## src/rtl/display_pkg.sv

```systemverilog
// display_pkg: shared constants and hex-to-segment table for the instruction display.
package display_pkg;
  localparam int NUM_DIGITS = 8;
  localparam logic [6:0] SEG_BLANK = 7'h7F;
  localparam logic [7:0] DIGIT_OFF = 8'hFF;
  localparam logic [6:0] HEX_SEG [16] = '{
    7'h40, 7'h79, 7'h24, 7'h30, 7'h19, 7'h12, 7'h02, 7'h78,
    7'h00, 7'h18, 7'h08, 7'h03, 7'h46, 7'h21, 7'h06, 7'h0E
  };
  function automatic logic [6:0] hex_to_seg(input logic [3:0] n);
    return HEX_SEG[n];
  endfunction
endpackage

```

## src/rtl/button_debouncer.sv

```systemverilog
// button_debouncer: synchronizes a raw pushbutton, debounces it and emits a one-cycle press pulse.
module button_debouncer #(
  parameter int DEBOUNCE_CYCLES = 500000
) (
  input  logic clock,
  input  logic reset,
  input  logic btn,
  output logic rise
);
  localparam int CW = $clog2(DEBOUNCE_CYCLES + 1);
  logic sync1_q, sync2_q, level_q, level_d, rise_q, rise_d;
  logic [CW-1:0] cnt_q, cnt_d;
  // The count only runs while the synchronized level differs from the accepted one,
  // so any bounce back to the accepted level restarts it.
  always_comb begin
    level_d = level_q;
    cnt_d = '0;
    if (sync2_q != level_q) begin
      if (cnt_q == CW'(DEBOUNCE_CYCLES - 1)) level_d = sync2_q;
      else cnt_d = cnt_q + 1'b1;
    end
    rise_d = level_d & ~level_q;
  end
  always_ff @(posedge clock or negedge reset) begin
    if (!reset) begin
      sync1_q <= 1'b0;
      sync2_q <= 1'b0;
      level_q <= 1'b0;
      rise_q <= 1'b0;
      cnt_q <= '0;
    end else begin
      sync1_q <= btn;
      sync2_q <= sync1_q;
      level_q <= level_d;
      rise_q <= rise_d;
      cnt_q <= cnt_d;
    end
  end
  assign rise = rise_q;
endmodule

```

## src/rtl/instr_display_scanner.sv

```systemverilog
// instr_display_scanner: snapshots pipeline instructions and scans them as 8 hex digits onto a seven-segment bank.
module instr_display_scanner
  import display_pkg::*;
#(
  parameter int REFRESH_DIV = 50000,
  parameter int DEBOUNCE_CYCLES = 500000,
  parameter int LEADING_ZERO_BLANK = 1
) (
  input  logic        clock,
  input  logic        reset,
  input  logic [31:0] instr,
  input  logic        instr_valid,
  input  logic        freeze_btn,
  output logic [6:0]  segments,
  output logic [7:0]  digit_en,
  output logic        dp,
  output logic        frozen,
  output logic [15:0] capture_count
);
  localparam int PW = $clog2(REFRESH_DIV);
  localparam int IW = $clog2(NUM_DIGITS);
  logic [31:0] snap_q, snap_d, shifted;
  logic [15:0] cnt_q, cnt_d;
  logic [PW-1:0] pre_q, pre_d;
  logic [IW-1:0] idx_q, idx_d;
  logic frozen_q, frozen_d, dp_q, dp_d, cap, tc, blank, btn_rise;
  logic [6:0] seg_q, seg_d;
  logic [7:0] en_q, en_d;
  button_debouncer #(.DEBOUNCE_CYCLES(DEBOUNCE_CYCLES)) u_btn (
    .clock(clock),
    .reset(reset),
    .btn(freeze_btn),
    .rise(btn_rise)
  );
  // Display registers use the current index and snapshot together, so all pins switch in one edge.
  always_comb begin
    cap = instr_valid & ~frozen_q;
    snap_d = cap ? instr : snap_q;
    cnt_d = cnt_q + 16'(cap);
    tc = pre_q == PW'(REFRESH_DIV - 1);
    pre_d = tc ? '0 : pre_q + 1'b1;
    idx_d = tc ? idx_q + 1'b1 : idx_q;
    frozen_d = frozen_q ^ btn_rise;
    shifted = snap_q >> {idx_q, 2'b00};
    blank = LEADING_ZERO_BLANK != 0 && idx_q != '0 && shifted == '0;
    seg_d = blank ? SEG_BLANK : hex_to_seg(shifted[3:0]);
    en_d = DIGIT_OFF ^ (8'b1 << idx_q);
    dp_d = ~(frozen_q && idx_q == '0);
  end
  always_ff @(posedge clock or negedge reset) begin
    if (!reset) begin
      snap_q <= '0;
      cnt_q <= '0;
      pre_q <= '0;
      idx_q <= '0;
      frozen_q <= 1'b0;
      seg_q <= SEG_BLANK;
      en_q <= DIGIT_OFF;
      dp_q <= 1'b1;
    end else begin
      snap_q <= snap_d;
      cnt_q <= cnt_d;
      pre_q <= pre_d;
      idx_q <= idx_d;
      frozen_q <= frozen_d;
      seg_q <= seg_d;
      en_q <= en_d;
      dp_q <= dp_d;
    end
  end
  assign segments = seg_q;
  assign digit_en = en_q;
  assign dp = dp_q;
  assign frozen = frozen_q;
  assign capture_count = cnt_q;
endmodule

```

## config.mk

```make
export PLATFORM = sky130hd
export DESIGN_NAME = instr_display_scanner
export DESIGN_NICKNAME = d
export VERILOG_FILES = /design/src/rtl/display_pkg.sv /design/src/rtl/button_debouncer.sv /design/src/rtl/instr_display_scanner.sv
export SDC_FILE = /design/constraint.sdc
export NUM_CORES = 1
export LEC_CHECK = 0
export BUFFER_PORTS_ARGS = -buffer_cell sky130_fd_sc_hd__buf_2
export CAP_MARGIN = 30
export CORE_MARGIN = 1
export CORE_UTILIZATION = 30
export CTS_BUF_LIST = sky130_fd_sc_hd__clkbuf_4 sky130_fd_sc_hd__clkbuf_8 sky130_fd_sc_hd__clkbuf_16
export DETAILED_ROUTE_END_ITERATION = 10
export PLACE_DENSITY = 0.55
export SKIP_CTS_REPAIR_TIMING = 1
export SYNTH_ARGS = -nofsm -noshare
export SYNTH_HDL_FRONTEND = slang
export SYNTH_SLANG_ARGS = --single-unit
```

## constraint.sdc

```tcl
create_clock -name clock -period 5.09 [get_ports clock]
set_input_delay 0.2545 -clock clock [delete_from_list [all_inputs] [get_ports clock]]
set_output_delay 0.2545 -clock clock [all_outputs]
set_load 0.02 [all_outputs]
```

After elaboration in Yosys (flattened, before gate mapping)
Memory sizes are Yosys's and may differ from the RTL's.
Index checks and enable logic that the tools add are counted.
Storage, ports and cells
  bits of input ports: 36
  word-level logic and storage cells: 45
  output and inout port bits: 33
  bits in registers: 107
  bits in read-only memories: 112
  memories kept: 1
Memories
  (name not given): depth 16, width 7, rd ports 1, clocked after Yosys merged registers in 0, write ports 0, RTL line display_pkg.sv:11  | return HEX_SEG[n];
Operators by class
  mux-type cells: 8
  eq/ne operators: 3
  bitwise operators: 8
  add/subtract/negate cells: 4
  $lt $le $gt $ge: 1
  shift operators: 2
  reduce and logical (&&, ||, !) cells: 5
Operators with widths (count)
  $mux 19: 2
  $logic_not 32->1: 1
  $shr 32x5->32: 1
  $mux 7: 3
  $add 19x1->19 const B: 1
  $eq 19x19->1 const B: 1
  $add 16x1->16: 1
  $add 16x1->16 const B: 1
  $eq 16x16->1 const B: 1
  $mux 16: 1
  $not 8->8: 1
  $shl 1x3->8 const A: 1
  $ge 5x5->1 const B: 1
  $not 4->5: 1
  $add 3x1->3 const B: 1
  $logic_not 3->1: 1
  $not 1->1: 3
  $reduce_bool 3->1: 1
  $and 1x1->1: 2
  $logic_and 1x1->1: 2
  $mux 1: 2
  $ne 1x1->1: 1
  $xor 1x1->1: 1

Logic depth before layout (Yosys ltp)
Gate-level depths: netlist of the first run.
  word-level depth: 6
  depth in mapped cells: 10
  gate-level depth less buffers: 8

Cells and area by module
A second synthesis of the first run with hierarchy kept.
Unflattened totals
  cell total of the unflattened synthesis: 439
  area total of the unflattened synthesis: 5146.2 um^2
Modules (own cells, without submodules)
  instr_display_scanner: sequential area each 2122.0 um^2, area an instance 4027.6 um^2, times used 1, cells an instance 329
  button_debouncer: sequential area each 575.6 um^2, area an instance 1118.6 um^2, times used 1, cells an instance 110

Worst setup path after synthesis of the first run
Ideal clock, no wire load.
  kind: register -> register
  start point: register idx_q[1]
  end point: register seg_q[0] (netlist: segments[0])
  cell stages (with the launch flop): 10
  data required time: 4.996 ns
  buffers on the path: 2
  library setup time: 0.094 ns
  clock period less this slack: 2.352 ns
  slack: 2.738 ns
  arrival: 2.257 ns
  cell sequence: dfrtp_1 -> buf_6 -> buf_6 -> mux4_2 -> mux2i_2 -> inv_1 -> ha_1 -> or3_1 -> o21ai_0 -> o22ai_1
Between the ends
  longest elaborated chain between the ends: 6
  elaborated cells between the ends (all ways): 9
  classes of those cells: 1 x shift; 3 x mux; 1 x bitwise; 3 x reduce/logical; 1 x memory
RTL lines
  start: declaration: RTL line instr_display_scanner.sv:25  | logic [IW-1:0] idx_q, idx_d;
  start signal: assignment: RTL line instr_display_scanner.sv:64  | idx_q <= idx_d;
  $shr 32x5->32: RTL line instr_display_scanner.sv:44  | shifted = snap_q >> {idx_q, 2'b00};
  $not 4->5 (implied by the code): RTL line display_pkg.sv:11
  $mem_v2 16x7
  $mux 7 (implied by the code) (2 in a row): RTL line display_pkg.sv:11
  $mux 7 (*): RTL line instr_display_scanner.sv:46  | seg_d = blank ? SEG_BLANK : hex_to_seg(shifted[3:0]);
  via seg_d[0]: RTL line instr_display_scanner.sv:27  | logic [6:0] seg_q, seg_d;
  end signal: assignment: RTL line instr_display_scanner.sv:66  | seg_q <= seg_d;
  end: declaration: RTL line instr_display_scanner.sv:27
Mark *: on every way through the listed nets, which the timed path passes. The rest lies on a longest branch. The select of a mux whose other input is x is not followed.
A chain may end at the register's enable or synchronous reset.

Final worst setup path of the first run
  start point: register idx_q[1]
  end point: register seg_q[6] (netlist: segments[6])
The elaborated chain is that of the path after synthesis.

==> summary.md, run 1 <==
| Metric | Value |
|---|---|
| Peak VDD IR | between 0.0002 and 0.00025 V |
| Nets | around 540 |
| Post-synth EDFFs | 0 |
| Synthesis Warnings | 0 |
| RSZ-0062 raised after global routing | false |
| Critical-path maximum fanout | 17 |
| GPL Wtd Cong | about 0.8 |
| Fin Setup TNS | 0 ps |
| Worst-Margin Slew | ~920 ps |
| Pint | around 1.4 mW |
| Rel. slew slack | 38.2% |
| Data required time of the worst path | 5360 ps |
| Deepest clock path buffer count | 2 |
| Area grow syn2layout | 16.5% |
| DP Wirelength | 7830 um |
| CP bufs+invs | 0 |
| Mean area per synthesized cell | 12.1 sq um |
| Post-Layout Cell Count | 718 |
| Final antenna-violating net count | 0 |
| 1st-pass router iterations | 4 |
| Placed cells | between 600 and 700 |
| CTS tree | done |
| Num CTS Buffers | 9 |
| Fraction of layout cells with a size suffix above 1 | 31.7% |
| Setup Skew | 6.86 ps |
| Final Critical Period | between 2000 and 3000 ps |
| Final Hold Viols | 0 |
| Initial antenna violation count | 6 |
| DR iter-0 viols | 277 |
| Slowest cell on crit path | dfrtp_1 |
| Clock power frac | 35.3% |
| Die area | 0.0176 sq mm |
| Synth Net Count | roughly 480 |
| Htree depth | 3 |
| Max frequency | 345 MHz |
| Core Area | 0.0166 sq mm |
| Pins Over Slew Limit | 0 |
| Worst EP arrival | 3170 ps |
| Cells along the critical path | mux4_2 -> mux2i_2 -> ha_1 -> nand2_1 -> a211oi_1 -> o221ai_2 -> o21ai_0 |
| CTS Sinks | 107 |
| Register share of total power | around half |
| Crit Path Category | reg -> reg |
| Vias | 3450 |
| Clk slew on worst S/H paths | 70 ps |
| Die Span Y | roughly 130 um |
| Register area share after synthesis | a little over half |
| Power, Total | around 1.9 mW |
| Sw frac | 27.3% |
| Switching power summed over all nets | 0.528 mW |
| Later-pin clock latency in the skew report | 350 ps |
| First-pass GRT wire length | around 18000 um |
| Synth cell types | 49 |
| Outcome | complete, no violations |
| Max incr delay on CP | 780 ps |
| WL final | 11000 um |
| Die X | 133 um |
| #FFs+latches synth | 107 |
| Wire per inst | ~15 um |
| CP endpoint kind | flip-flop |
| I/O Buffers | 68 |
| GR Util All Layers | about an eighth |
| Tcrit/Tclk final | a little under three fifths |
| Gr ovfl total | 0 |
| Max Cap Viol | 0 |
| Post-Syn Instances | around 420 |
| Clk root buf | clkbuf_16 |
| Startpoint Class | flip-flop |
| Hold Crit Class | in -> reg |
| Pin count of the biggest net entering global routing | 66 |
| Combinational share of power | between 10% and 20% |
| Ys flop type | dfrtp_1 |
| Number of global-route vias before repair | approximately 3500 |
| Power Density | 324 mW/mm^2 |
| Initial Util | 30.7% |
| Cell area after synthesis | 0.00512 sq mm |
| Leading cell types in the layout, fill and taps excluded | dfrtp_1 (91), buf_2 (67), nor2_1 (45), mux2_2 (36), xnor2_1 (31) |
| Final setup viols | 0 |
| Hold slack | 18.1 ps |
| Delay-heaviest family, CP | multiplexers |
| Vias per cell | 4.81 |
| Async S/R FF share, synth | 100% |
| Final Core Density | 35.8% |
| IO Pins | 69 |
| Leak | 2.60 nW |
| Row count | 47 |
| Most common cell after layout, fill and taps aside | dfrtp_1 |
| Drt drc | 0 |
cell type report:
cell class | count | area, sq um
clock inverters | 3 | 22.5
multi-input cells | 289 | 2280
repair buffers | 71 | 368
inverters | 13 | 48.8
well taps | 220 | 275
flip-flops and latches | 107 | 2700
diodes | 3 | 7.51
clock buffers | 12 | 260
fillers | 1643 | 10700
routing by layer:
layer	global-route usage [%]	up-vias	part of all wire, %
met3	4.21	21	7.0
li1	-	1624	-
met2	20.6	102	47
met4	6.07	6	1.5
met5	0	-	0.34
met1	17.0	1697	45
registers in the layout, summed over array words and instances, names as in the netlist, 3 cells and up:
| register | flops |
|---|---|
| capture_count | 16 |
| digit_en | 8 |
| idx_q | 3 |
| pre_q | 16 |
| segments | 7 |
| snap_q | 32 |
| u_btn.cnt_q | 19 |
per-stage QoR:
step	setup slack (ps)	instance area, sq um
3_5_place_dp	2180	5660
2_1_floorplan	2740	5120
3_3_place_gp	2350	5660
6_report	2190	5960
4_1_cts	2150	5940
5_1_grt	1920	5960
cells by family (layout without fill, tap and decap cells):
logic type      Yosys count  in the layout  synth area share (%)
buf+inv                  28             99                  2.76
simple gates            146            146                  14.5
flops                   107            107                  52.7
other cells               0              3                     0
compound gates           26             26                  3.55
mux                      53             53                  14.5
fa+ha+maj                15             15                  3.67
xor+xnor                 49             49                  8.39
power groups by stage:
| stage | Clock (mW) | Combinational (mW) | Sequential [mW] |
|---|---|---|---|
| floorplan | 0 | 0.131 | 1.03 |
| global placement | 0 | 0.258 | 0.999 |
| detailed placement | 0 | 0.265 | 1.00 |
| CTS | 0.703 | 0.266 | 0.986 |
| global route | 0.737 | 0.291 | 0.995 |
| finish | 0.683 | 0.264 | 0.985 |
final timing paths:
check,to,slack [ps],depth (start not counted),startpoint
hold reg to reg,u_btn.sync2_q,350,0,u_btn.sync1_q
setup / recovery,segments[6],2190,7,idx_q[1]
hold / removal,u_btn.sync1_q,20,1,freeze_btn
setup reg to reg,segments[6],2190,7,idx_q[1]
min in group asynchronous,capture_count[2],440,2,reset
max in group asynchronous,pre_q[12],3420,3,reset
synth_stat cells (all sizes together), types with 2 or more instances:
master / instances / share of area [%]
mux2: 38 / 8.4
xor2: 18 / 3.1
nand3: 22 / 2.2
dfrtp: 91 / 45
a211oi: 2 / 0.29
nand2: 23 / 1.7
xnor2: 31 / 5.3
and4: 6 / 1.0
nor3: 7 / 0.78
dfstp: 16 / 8.2
inv: 13 / 0.95
o221ai: 2 / 0.59
nor2b: 3 / 0.37
and3: 8 / 0.98
a21oi: 4 / 0.39
nand2b: 3 / 0.37
clkbuf: 6 / 0.44
mux4: 11 / 4.9
nor2: 45 / 3.3
ha: 15 / 3.7
nand4: 8 / 0.98
o22ai: 2 / 0.24
mux2i: 4 / 1.1
o21ai: 9 / 0.88
nor4: 13 / 1.6
buf: 9 / 1.4
a22oi: 2 / 0.29
Power figures use the tool's default switching activity.
==> run 2: changes to the inputs <==
Clock period 5.09 ns to 2.7 ns, I/O delays scaled along.
==> summary.md, run 2 (same netlist as run 1, synthesis figures left out) <==
| Metric | Value |
|---|---|
| Outcome | complete, no violations |
| Multi-input gate area | 0.00228 sq mm |
| GPL Wtd Cong | between 0.8 and 0.9 |
| Power Density | about 610 mW/mm^2 |
| Pins Over Slew Limit | 0 |
| Htree depth | 3 |
| Largest regs | snap_q x32, u_btn.cnt_q x19 |
| Final Critical Period | roughly 2400 ps |
| Later-pin clock latency in the skew report | 350 ps |
| Final setup viols | 0 |
| CTS tree | done |
| Gr ovfl total | 0 |
| Deepest clock path buffer count | 2 |
| Data required time of the worst path | 2960 ps |
| Fin Setup TNS | 0 ps |
| DP Wirelength | 8020 um |
| Vias per cell | 4.77 |
| CTS Sinks | 107 |
| Die area | 0.0176 sq mm |
| Final Hold Viols | 0 |
| Worst R2R Start | idx_q[0] |
| Clk slew on worst S/H paths | 70 ps |
| Worst r2r path cells | 8 |
| Pin count of the biggest net entering global routing | 63 |
| Worst-Margin Slew | 642 ps |
| Initial Util | between 30% and 40% |
| Max reg flops | 32 |
| Critical-path maximum fanout | 7 |
| Tcrit/Tclk final | 90.7% |
| R2r setup slk | ~250 ps |
| Max Cap Viol | 0 |
| Dpl ws | 235 ps |
| Drt drc | 0 |
| Final Core Density | 36.4% |
| Vias | 3456 |
| CP startpoint | idx_q[0] |
| Power, Total | 3.69 mW |
| Core Area | between 0.015 and 0.02 sq mm |
| Num CTS Buffers | 9 |
| Number of global-route vias before repair | 3525 |
| Startpoint Class | flip-flop |
| RSZ-0062 raised after global routing | false |
| Rel. slew slack | 57.2% |
| Die Span Y | between 100 and 150 um |
| First-pass GRT wire length | 18200 um |
| Peak VDD IR | 0.000393 V |
| CP endpoint kind | flip-flop |
| FILL cells | 1645 |
| IO Pins | 69 |
| Final antenna-violating net count | 0 |
| Wire per inst | about 15 um |
| Area grow syn2layout | 18.4% |
| Worst setup path end | segments[2] |
| Row count | 47 |
| Leading cell types in the layout, fill and taps excluded | dfrtp_1 (91), buf_2 (67), nor2_1 (45), mux2_2 (36), xnor2_1 (31) |
| Fraction of layout cells with a size suffix above 1 | 32.3% |
| Max frequency | 408 MHz |
| 1st-pass router iterations | 4 |
| Reg area | 0.00270 sq mm |
| Antenna diodes | 0 |
| Hold slack | 12.9 ps |
| Nets | 551 |
| Reg-to-Reg End | segments[2] |
| Hold Crit Class | in -> reg |
| Initial antenna violation count | 1 |
| DR iter-0 viols | 208 |
| Setup Skew | about 9.1 ps |
| Clk root buf | clkbuf_16 |
| Die X | ~130 um |
| I/O Buffers | 68 |
| Top reg by flops | snap_q |
| Final WS setup | 250 ps |
| Worst EP arrival | 2710 ps |
| Most common cell after layout, fill and taps aside | dfrtp_1 |
| WL final | 10800 um |
| GR Util All Layers | 13.1% |
| Crit Path Category | reg -> reg |
| Leak | 2.66 nW |
-- run 2: changes by cell type in the layout (fill, tap and decap cells not counted), sizes merged --
cell	delta
buf	+5
bufinv	+1
clkbuf	-1
clkinv	-1
clkinvlp	+1
diode	-3
dlygate4sd3	+4
inv	+1
-- run 2: through the flow --
step / area [sq um] / std cells
floorplan: 5120 / 424
global placement: 5710 / 704
detailed placement: 5710 / 704
CTS: 6010 / 720
global route: 6060 / 725
finish: 6060 / 725
-- run 2: how the worst min path moves through the flow --
stage / cells after the start / startpoint / end / slack [ps]
2_1_floorplan: 0 / reset / capture_count[0] / -160
5_1_grt: 2 / instr[6] / snap_q[6] / 0.7
4_1_cts: 1 / reset / u_btn.cnt_q[3] / -200
3_5_place_dp: 1 / reset / u_btn.cnt_q[3] / 180
3_3_place_gp: 1 / reset / u_btn.cnt_q[3] / 180
6_report: 2 / instr[18] / snap_q[18] / 10
-- run 2: where the power goes --
part | internal, mW | switching [mW]
clock network | 0.745 | 0.587
logic | 0.229 | 0.277
registers | 1.74 | 0.118
total | 2.71 | 0.981
-- run 2: area by class of cell --
class / instances / share of cell area [%]
clock buffers: 11 / 3.96
clock inverters: 5 / 0.991
inverters: 13 / 0.805
multi-input cells: 289 / 37.6
flip-flops and latches: 107 / 44.5
well taps: 220 / 4.54
repair buffers: 80 / 7.56
-- run 2: worst max-delay path, stage by stage, from the launching register on --
cell      delay, ps
dfrtp_1         550
mux4_2          570
mux2i_1         160
buf_4           170
ha_1            170
nand2_1          60
a211oi_1        220
o221ai_2        230
o21ai_0         220
-- run 2: layer usage --
layer | GRT usage [%] | up-vias | routed length, um | share of wire [%]
met5 | 0 | - | 13 | 0.12
met4 | 3.64 | 2 | 128 | 1.2
met3 | 5.06 | 16 | 655 | 6.1
li1 | - | 1640 | - | -
met2 | 20.7 | 91 | 5000 | 46
met1 | 16.6 | 1707 | 4990 | 46
==> run 3: changes to the inputs <==
--- a/config.mk
+++ b/config.mk
@@ -13,3 +13,3 @@
 export DETAILED_ROUTE_END_ITERATION = 10
-export PLACE_DENSITY = 0.55
+export PLACE_DENSITY = 0.57
 export SKIP_CTS_REPAIR_TIMING = 1
==> constraint.sdc (replaced) <==
create_clock -name clock -period 2 [get_ports clock]
set_input_delay 0.1 -clock clock [delete_from_list [all_inputs] [get_ports clock]]
set_output_delay 0.1 -clock clock [all_outputs]
set_load 0.1 [all_outputs]
==> summary.md, run 3 (same netlist as run 1, synthesis figures left out) <==
| Metric | Value |
|---|---|
| Die Span Y | 133 um |
| Initial Util | 30.7% |
| Fin area | 0.00675 sq mm |
| Hold path depth | 2 |
| Die X | 133 um |
| Placed instance area | 0.00616 sq mm |
| Cells along the critical path | mux4_2 -> mux2i_4 -> buf_4 -> ha_2 -> inv_1 -> mux2_1 -> o22a_1 -> o21ai_1 |
| Data required time of the worst path | 2280 ps |
| Final Hold Viols | 0 |
| Pint | 3.70 mW |
| Most common cell after layout, fill and taps aside | dfrtp_1 |
| Rel. slew slack | 63.3% |
| Die area | between 0.015 and 0.02 sq mm |
| First-pass GRT wire length | 19100 um |
| Fin Setup TNS | -1490 ps |
| Final WS setup | -250 ps |
| Combinational share of power | between 20 and 30% |
| Clk slew on worst S/H paths | around 70 ps |
| Worst r2r path cells | 8 |
| Pins Over Slew Limit | 0 |
| CP bufs+invs | 2 |
| Later-pin clock latency in the skew report | 360 ps |
| Final Core Density | around 40% |
| GR Util All Layers | 13.9% |
| Delay-heaviest family, CP | multiplexers |
| Vias per cell | 4.66 |
| Register share of total power | 43.5% |
| Final Critical Period | roughly 2200 ps |
| CTS tree | done |
| GPL Wtd Cong | 0.830 |
| Top reg by flops | snap_q |
| Tcrit/Tclk final | 112% |
| Failing checks | negative setup slack |
| Row count | 47 |
| WL final | 11500 um |
| Wire per inst | 14.6 um |
| Worst EP arrival | 2530 ps |
| Worst-Margin Slew | 551 ps |
| Antenna diodes | 0 |
| Power Density | around 850 mW/mm^2 |
| Max frequency | 445 MHz |
| Switching power summed over all nets | 2.06 mW |
| Number of global-route vias before repair | 3702 |
| Leak | 2.98 nW |
| Hold slack | 1.57 ps |
| Pin count of the biggest net entering global routing | 44 |
| Critical-path maximum fanout | 4 |
| Htree depth | 3 |
| Deepest clock path buffer count | 2 |
| Fraction of layout cells with a size suffix above 1 | 40.9% |
| RSZ-0062 raised after global routing | true |
| CTS Sinks | 107 |
| Power, Total | ~5.8 mW |
| Slowest cell on crit path | mux4_2 |
| I/O Buffers | 68 |
| Area grow syn2layout | 31.9% |
| Largest regs | snap_q x32, u_btn.cnt_q x19 |
| Clock power frac | approximately 31% |
| Clk root buf | clkbuf_16 |
| Vias | 3689 |
| Num CTS Buffers | 9 |
| Startpoint Class | flip-flop |
| Max Cap Viol | 0 |
| Outcome | finished with violations |
| IO Pins | 69 |
| Hold Crit Class | in -> reg |
| Critical path depth | 8 |
| Sw frac | 35.8% |
| DP Wirelength | 8760 um |
| DR iter-0 viols | 125 |
| Final antenna-violating net count | 0 |
| Max incr delay on CP | 570 ps |
| Drt drc | 0 |
| Core Area | 0.0166 sq mm |
| Final setup viols | 7 |
| 1st-pass router iterations | 4 |
| Nets | ~620 |
| Initial antenna violation count | 0 |
| Peak VDD IR | ~0.00046 V |
| Crit Path Category | reg -> reg |
| Leading cell types in the layout, fill and taps excluded | dfrtp_1 (84), buf_2 (67), buf_4 (54), nor2_1 (45), mux2_2 (36) |
| Gr ovfl total | 0 |
| Setup Skew | between 9 and 10 ps |
| Max reg flops | 32 |
| CP endpoint kind | flip-flop |
-- run 3: worst register-to-register path: cells and delay by family (launching register included) --
kind	cells	cell delay (ps)
DFF	1	420
AOI/OAI and AO/OA	2	280
muxes	3	1080
adders and majority gates	1	200
buffers and inverters	2	210
-- run 3: power by group through the flow --
stage / clock network (mW) / registers [mW] / logic [mW]
5_1_grt: 1.92 / 2.52 / 1.55
3_3_place_gp: 0 / 2.54 / 1.40
6_report: 1.79 / 2.50 / 1.47
4_1_cts: 1.84 / 2.51 / 1.42
3_5_place_dp: 0 / 2.55 / 1.42
2_1_floorplan: 0 / 3.20 / 0.367
-- run 3: per-stage QoR --
step / cells / setup WS [ps]
floorplan: 424 / -224
global placement: 749 / -156
detailed placement: 749 / -249
CTS: 765 / -282
global route: 792 / -332
finish: 792 / -250
-- run 3: per-layer routing --
metal / share of wire [%] / vias up / track usage (%)
li1: - / 1779 / -
met1: 47 / 1831 / 18.3
met2: 47 / 66 / 21.8
met3: 3.8 / 13 / 3.26
met4: 1.8 / 0 / 5.81
met5: 0 / - / 0
-- run 3: cell type report --
cell class | count | area [sq um]
flip-flops and latches | 107 | 2710
clock inverters | 7 | 75.1
clock buffers | 9 | 225
inverters | 13 | 48.8
fillers | 1589 | 9890
repair buffers | 147 | 1020
well taps | 220 | 275
multi-input cells | 289 | 2400
-- run 3: worst paths after layout --
path | end | start | slack (ps)
min | snap_q[20] | instr[20] | 2
min in group asynchronous | u_btn.cnt_q[8] | reset | 190
max in group asynchronous | segments[3] | reset | 1190
max | segments[4] | idx_q[0] | -250
min reg2reg | u_btn.sync2_q | u_btn.sync1_q | 360
max reg2reg | segments[4] | idx_q[0] | -250
